[config.mk]
export PLATFORM = sky130hd
export DESIGN_NAME = seq_mult32_flat
export DESIGN_NICKNAME = d
export VERILOG_FILES = /design/src/rtl/seq_mult32_if.sv /design/src/rtl/seq_mult32.sv /design/src/flat_wrapper.sv
export SDC_FILE = /design/constraint.sdc
export NUM_CORES = 1
export LEC_CHECK = 0
export ABC_AREA = 1
export BUFFER_PORTS_ARGS = -buffer_cell sky130_fd_sc_hd__buf_4
export CAP_MARGIN = 10
export CORE_ASPECT_RATIO = 1.1
export CORE_UTILIZATION = 53
export CTS_CLUSTER_SIZE = 30
export DETAILED_ROUTE_END_ITERATION = 6
export PLACE_DENSITY = 0.78
export RECOVER_POWER = 25
export SLEW_MARGIN = 20
export SYNTH_ARGS = -nofsm -noshare
export SYNTH_HDL_FRONTEND = slang
export SYNTH_SLANG_ARGS = --single-unit
[constraint.sdc]
create_clock -name clk -period 4.1 [get_ports clk]
set_input_delay 0.615 -clock clk [delete_from_list [all_inputs] [get_ports clk]]
set_output_delay 0.615 -clock clk [all_outputs]
set_load 0.01 [all_outputs]
[src/rtl/seq_mult32_if.sv]
`timescale 1ns/1ps
`default_nettype none
// ============================================================================
// Module   : seq_mult32_if
// Purpose  : Handshake and operand/result bundle between the controller that
//            issues multiplies and the sequential 32x32 multiplier.
// Signals  : start  - request a multiply (controller -> multiplier)
//            mcand  - 32-bit multiplicand
//            mplier - 32-bit multiplier
//            busy   - operation in progress (multiplier -> controller)
//            done   - one-cycle completion pulse
//            prod   - 64-bit registered product
// Modports : master (controller side), slave (multiplier side)
// Revision : 1.0 - initial release
// ============================================================================
interface seq_mult32_if;
  logic        start;
  logic [31:0] mcand;
  logic [31:0] mplier;
  logic        busy;
  logic        done;
  logic [63:0] prod;

  modport master (
    output start, mcand, mplier,
    input  busy, done, prod
  );

  modport slave (
    input  start, mcand, mplier,
    output busy, done, prod
  );
endinterface
`default_nettype wire

[src/rtl/seq_mult32.sv]
`timescale 1ns/1ps
`default_nettype none
// ============================================================================
// Module   : seq_mult32
// Purpose  : Unsigned 32x32 -> 64-bit shift-add multiplier. One iteration per
//            cycle: the high half of the accumulator is added to the
//            multiplicand (when the current multiplier bit is set) and the
//            33-bit sum, carry included, is shifted back into the accumulator.
// Ports    : clk   - system clock, all state on rising edge
//            rst_n - asynchronous active-low reset
//            bus   - seq_mult32_if.slave (start/mcand/mplier in,
//                    busy/done/prod out)
// Params   : ITER  - number of shift-add iterations (equal to operand width)
// Macros   : ZERO_SKIP_EN - when defined, a start with a zero operand jumps
//            straight to the completion cycle with a zero product.
// Revision : 1.0 - initial release
// ============================================================================
module seq_mult32 #(
  parameter int ITER = 32
) (
  input  wire logic   clk,
  input  wire logic   rst_n,
  seq_mult32_if.slave bus
);

  localparam int                 c_cnt_w   = $clog2(ITER);
  localparam logic [c_cnt_w-1:0] c_last    = c_cnt_w'(ITER - 1);

  localparam logic [1:0]         c_st_idle = 2'd0;
  localparam logic [1:0]         c_st_run  = 2'd1;
  localparam logic [1:0]         c_st_done = 2'd2;

  logic [1:0]         r_state;
  logic [1:0]         w_state_nxt;
  logic [c_cnt_w-1:0] r_cnt;
  logic [31:0]        r_mcand;
  logic [63:0]        r_acc;
  logic [63:0]        r_prod;

  logic               w_accept;
  logic               w_skip;
  logic               w_last;
  logic [32:0]        w_sum;
  logic [63:0]        w_acc_nxt;
  logic               w_busy;
  logic               w_done;

  // A new operation may be taken in IDLE and in the DONE cycle (back-to-back).
  assign w_accept = bus.start && (r_state != c_st_run);
  assign w_last   = (r_cnt == c_last);

`ifdef ZERO_SKIP_EN
  assign w_skip = w_accept && ((bus.mcand == 32'd0) || (bus.mplier == 32'd0));
`else
  assign w_skip = 1'b0;
`endif

  // Carry-out is kept as bit 32 so the shifted result stays exact.
  assign w_sum     = r_acc[0] ? ({1'b0, r_acc[63:32]} + {1'b0, r_mcand})
                              :  {1'b0, r_acc[63:32]};
  assign w_acc_nxt = {w_sum, r_acc[31:1]};

  // State register
  always_ff @(posedge clk or negedge rst_n) begin
    if (!rst_n) begin
      r_state <= c_st_idle;
    end else begin
      r_state <= w_state_nxt;
    end
  end

  // Next-state logic
  always_comb begin
    w_state_nxt = r_state;
    case (r_state)
      c_st_idle, c_st_done: begin
        if (w_skip) begin
          w_state_nxt = c_st_done;
        end else if (w_accept) begin
          w_state_nxt = c_st_run;
        end else begin
          w_state_nxt = c_st_idle;
        end
      end
      c_st_run: begin
        if (w_last) begin
          w_state_nxt = c_st_done;
        end
      end
      default: w_state_nxt = c_st_idle;
    endcase
  end

  // Output decode: busy/done are direct decodes of the registered state.
  always_comb begin
    w_busy = 1'b0;
    w_done = 1'b0;
    case (r_state)
      c_st_run:  w_busy = 1'b1;
      c_st_done: w_done = 1'b1;
      default: begin
        w_busy = 1'b0;
        w_done = 1'b0;
      end
    endcase
  end

  // Datapath: operand capture, iteration, result commit
  always_ff @(posedge clk or negedge rst_n) begin
    if (!rst_n) begin
      r_cnt   <= '0;
      r_mcand <= 32'd0;
      r_acc   <= 64'd0;
      r_prod  <= 64'd0;
    end else if (w_skip) begin
      r_prod  <= 64'd0;
    end else if (w_accept) begin
      r_mcand <= bus.mcand;
      r_acc   <= {32'd0, bus.mplier};
      r_cnt   <= '0;
    end else if (r_state == c_st_run) begin
      r_acc   <= w_acc_nxt;
      r_cnt   <= r_cnt + 1'b1;
      if (w_last) begin
        r_prod <= w_acc_nxt;
      end
    end
  end

  assign bus.busy = w_busy;
  assign bus.done = w_done;
  assign bus.prod = r_prod;

endmodule
`default_nettype wire
[src/flat_wrapper.sv]
// flat-port wrapper written by rule: the top's interface ports become plain ports
module seq_mult32_flat 
#(
  parameter int ITER = 32
)
  (clk, rst_n, bus_start, bus_mcand, bus_mplier, bus_busy, bus_done, bus_prod);
  seq_mult32_if bus_i ();
  input  wire logic clk;
  input  wire logic rst_n;
  input wire logic [$bits(bus_i.start)-1:0] bus_start;
  input wire logic [$bits(bus_i.mcand)-1:0] bus_mcand;
  input wire logic [$bits(bus_i.mplier)-1:0] bus_mplier;
  output wire logic [$bits(bus_i.busy)-1:0] bus_busy;
  output wire logic [$bits(bus_i.done)-1:0] bus_done;
  output wire logic [$bits(bus_i.prod)-1:0] bus_prod;
  assign bus_i.start = bus_start;
  assign bus_i.mcand = bus_mcand;
  assign bus_i.mplier = bus_mplier;
  assign bus_busy = bus_i.busy;
  assign bus_done = bus_i.done;
  assign bus_prod = bus_i.prod;
  seq_mult32 #(.ITER(ITER)) u_core (.clk(clk), .rst_n(rst_n), .bus(bus_i));
endmodule
Yosys cells after proc, flatten, opt, wreduce, memory -nomap -nowiden
Index checks and enable logic that the tools add are counted. Widths: inputs -> output; s select.

Bits in registers: 167. Bits in latches: 0. RAM bits: 0. Bits in read-only memories: 0. Bits of input ports: 67. Memories: 0.

Add/sub/neg operators: 2. Multiply operators: 0. Divide/modulo/power cells: 0. Magnitude comparators: 0. Equality and inequality tests: 5. Shift-type cells: 0. Multiplexer cells: 10. Bitwise operators: 1. Reduce and logical (&&, ||, !) cells: 5.

Operators by type and width (number): $mux 64 (2); $add 32x32->33 (1); $mux 33 (1); $mux 5 (2); $add 5x1->5 const B (1); $eq 5x5->1 const B (1); $ne 2x1->1 const B (2); $pmux 2 s2 (1); $mux 1 (3); $reduce_and 3->1 (1); $eq 2x1->1 const B (1); $eq 2x2->1 const B (1); $logic_not 2->1 (1); $mux 2 (1); $reduce_bool 2->1 (1); $reduce_or 2->1 (1); $logic_and 1x1->1 (1); $not 1->1 (1).

Logic depth before layout (Yosys ltp)
Depth in word-level cells: 4. Mapped depth: 13. Depth with buffers taken out: 13.

Least setup slack after synthesis
Ideal clock, no wire load.

Path kind: register to register. From: register u_core.r_acc[32]. To: register u_core.r_acc[63]. Library setup time: 131 ps. Data arrival time: 1782 ps. Required time: 3969 ps. Slack: 2187 ps. Cell stages (with the launch flop): 13. Buffers on the path: 0. Cell sequence: dfrtp_1 ha_1 fa_1 nand3_1 nand3_1 nand2_1 nand2_1 nand3_1 nand3_1 nand2_1 nand2_1 nand3_1 o21ai_0.

Cells in the longest elaborated chain, start to end: 4.

Ends and longest elaborated chain: start, declared (RTL line seq_mult32.sv:37) `logic [63:0] r_acc;`; start signal, assigned (RTL line seq_mult32.sv:119) `r_acc <= {32'd0, bus.mplier};`; start signal, assigned (RTL line seq_mult32.sv:122) `r_acc <= w_acc_nxt;`; $add 32x32->33 (RTL line seq_mult32.sv:59) `assign w_sum = r_acc[0] ? ({1'b0, r_acc[63:32]} + {1'b0, r_mcand})`; $mux 33 (RTL line seq_mult32.sv:59); $mux 64 (RTL line seq_mult32.sv:121) `end else if (r_state == c_st_run) begin`; $mux 64 (RTL line seq_mult32.sv:117) `end else if (w_accept) begin`.

Every way passes these cells. The select of a mux whose other input is x is not followed. A chain may end at the register's enable or synchronous reset.

Final worst setup path
From: register u_core.r_state[0]. To: register u_core.r_prod[37] (netlist: u_core.bus.prod[37]).

Cells in the longest elaborated chain, start to end: 4.

Ends and longest elaborated chain: start, declared (RTL line seq_mult32.sv:33) `logic [1:0] r_state;`; start signal, assigned (RTL line seq_mult32.sv:66) `r_state <= c_st_idle;`; start signal, assigned (RTL line seq_mult32.sv:68) `r_state <= w_state_nxt;`; $ne 2x1->1 (RTL line seq_mult32.sv:49) `assign w_accept = bus.start && (r_state != c_st_run);`; $logic_and 1x1->1 (RTL line seq_mult32.sv:49); $not 1->1 (no source line); $reduce_and 3->1 (no source line) (*); end signal, assigned (RTL line seq_mult32.sv:125) `r_prod <= w_acc_nxt;`; end, declared (RTL line seq_mult32.sv:38) `logic [63:0] r_prod;`.

Every way passes the cells marked *; elsewhere a longest branch is shown, timed or not.

==> impl_results.md <==
* CTS max path bufs at 2
* Sequential share of the synthesized area at 45.39%
* CTS tree: done
* Antenna violations before repair at 0
* Largest family of logic cells by synthesized area: simple AND/OR/NAND/NOR gates
* Arrival @ worst endpoint at 2.63 ns
* Fmax at 431.3 MHz
* Critical path required time at 4.42 ns
* Simple-Gate Fraction of Synth Area at 30.93%
* Antenna Violating Nets Remaining at 0
* Synthesized cell area at 0.009206 mm^2
* Count leader, synth: nand2_1
* Commonest cells in the netlist: nand2_1 (530), dfrtp_1 (167), inv_1 (160)
* Number of setup violations in the final report at 0
* Syn avg cell area at 7.383 um^2
* H-Tree Level Count at 4
* Cell Area, Placed at 0.01035 mm^2
* Initial Util at 54.10%
* DPL Wire Length at 16.92 mm
* Post-CTS setup buffer count at 0
* RSZ-0062 raised after global routing: no
* Critical path's slowest cell: inv_2
* Max Transition Viols Final at 90
* GRT Util Overall at 28.51%
* PD cells at 931.8 mW/mm^2
* Worst relative slew slack at -44.84%
* Hold_buf cts at 0
* CP Class: flip-flop to flip-flop
* CTS root buf: clkbuf_16
* Syn_nets at 1349
* Share of cells above drive strength 1 at 14.80%
* Worst-case vdd ir drop at 0.0004385 V
* DR pass1 iterations at 6
* Synth Area in Compound Gates at 8.154%
* Post-synth EDFFs at 0
* Synth area leader: dfrtp_1
* 1st-iter DRT viols at 513
* Area occupied by multi-input gates at 0.004182 mm^2
* Hold violation count in the final report at 0
* Final Cell Area at 0.01096 mm^2
* Crit. End Element: flip-flop
* Failing checks: max-capacitance violations, max-slew violations
* #FFs+latches synth at 167
* Synth area leaders: dfrtp_1 (45%), nand2_1 (22%), inv_1 (6.5%), nand3_1 (4.8%), ha_1 (4.6%)
* Core area at 0.01702 mm^2
* Yosys synthesis warning count at 0
* Xor-xnor portion of the synthesized cell area at 1.332%
* Post_cts resized at 0
* Final worst-path setup slack at 1.782 ns
* Maxcap violations at 1
* Outcome: finished with violations
* Asr flop ratio synth at 100.0%
* Period Utilization, post-route at 56.54%
* Dominant synthesized flop cell: dfrtp_1
* Post-Synth Adder-Cell Area at 4.838%
* Synth Instances at 1247
* Distinct cell type count after synthesis at 36
* TNS Setup at 0 ns
* Crit path top cell by count: buf_4
* Pin count of the biggest net entering global routing at 90
* Hold Crit Class: input port to flip-flop
* Insertion delay to the later sink of the worst-skew pair at 0.44 ns
* Num CTS Buffers at 17
* Tot Pwr at 10210 uW
* Worst Tran Pin Value at 2.173 ns
* Ant. Diodes at 0
* Slowest cell delay on critical path at 0.58 ns
* Leak at 0.006009 uW
* Rows at 50
* DIE AREA at 0.01790 mm^2
* Post-route DRC at 0
* Synth top area share at 45.39%
* Drt wl/cell at 14.98 um
* Crit-path cells: nand2_1 > buf_4 > nor2_2 > inv_2 > buf_4 > o21ai_0
* Via/cell ratio at 5.134
* Die H at 140.2 um
* IO Count at 133
* # nets final at 1467
* # clock sinks at 167
* Final RePlAce weighted congestion at 0.9938
* CP Max Fanout at 41
* Post-synthesis mux area share at 0.1087%
* Setup crit start kind: flip-flop
* Min Tclk post-route at 2.318 ns
* GRT overflow at 0
* IO Port Bufs at 132
* Fillcell total at 1565
* Vias at 8276
* Die Span X at 127.7 um
* Global-route wire length before repair at 39.94 mm
* Vias in the first global route at 8150
* Register area at 0.004179 mm^2
* Setup WS pre-CTS at 1.805 ns
* Max Clock Skew at 0.02115 ns
* Post-Route WL at 24.15 mm
* Synthesis-to-layout area growth at 19.01%
* Clock slew at reported path FFs at 0.07 ns
[layout make-up]
class,instances,share of cell area [%]
clock buffer,18,3.917
clock inverter,14,1.667
inverter,164,5.664
multi-input combinational,872,38.16
sequential,167,38.14
tap,234,2.672
timing repair buffer,143,9.775
[kinds of logic (layout without fill, tap and decap cells)]
family | Yosys count | after routing
flops | 167 | 167
fa+ha+maj | 35 | 35
simple gates | 698 | 698
buf+inv | 208 | 339
xor+xnor | 14 | 14
compound gates | 124 | 124
mux | 1 | 1
[worst paths after layout]
kind | start | to | slack, ns | cells past startpoint
max | u_core.r_state[0] | u_core.bus.prod[37] | 1.78 | 6
min | bus_mcand[13] | u_core.r_mcand[13] | 0.37 | 3
max reg2reg | u_core.r_state[0] | u_core.bus.prod[37] | 1.78 | 6
min reg2reg | u_core.bus.prod[15] | u_core.bus.prod[15] | 0.48 | 2
max in group asynchronous | rst_n | u_core.r_acc[1] | 1.92 | 2
min in group asynchronous | rst_n | u_core.r_mcand[11] | 0.79 | 1
[flip-flops by register name (all words and copies together), names as in the netlist]
| signal | count |
|---|---|
| u_core.bus.prod | 64 |
| u_core.r_acc | 64 |
| u_core.r_cnt | 5 |
| u_core.r_mcand | 32 |
| u_core.r_state | 2 |
[per-layer routing]
metal | track usage, % | wire length, um
met5 | 0 | 0
met3 | 5.959 | 1321
met4 | 10.53 | 455
met2 | 47.08 | 11570
met1 | 37.00 | 10800
[cell usage in the layout (no fill, tap or decap), drive strengths merged, types with 2 or more instances in the layout]
cell type	instances
bufinv	3
ha	34
xnor2	14
or2	12
o22ai	2
nor4	2
nand2	535
o211ai	12
buf	142
nor2	46
inv	170
nor3	4
clkinv	4
nand4	3
a22o	2
dfrtp	167
nand3	95
clkbuf	19
o21ai	62
a21oi	21
o21bai	3
o221ai	20
[power breakdown]
group	total [uW]	internal [uW]	leakage, uW	switching [uW]
logic	5490	2110	0.00371	3380
registers	3030	2460	0.00200	573
clock network	1690	975	0.000300	716
[per-stage QoR]
stage | util, % | instances | hold slack, ns
after CTS | 64.43 | 1612 | 0.2767
after global placement | 60.83 | 1580 | 0.4559
after detailed placement | 60.83 | 1580 | 0.4664
after floorplan | - | 1247 | 0.3194
final | 64.39 | 1612 | 0.3693
after global routing | 64.39 | 1612 | 0.3751
[critical path, delay by kind of cell (launching register included)]
family                 cells  cell delay, ns
and+or+nand+nor            2            0.25
buffers and inverters      3            1.39
AOI/OAI and AO/OA          1            0.15
DFF                        1            0.41
Note: power is estimated with default switching activity, not from simulation.
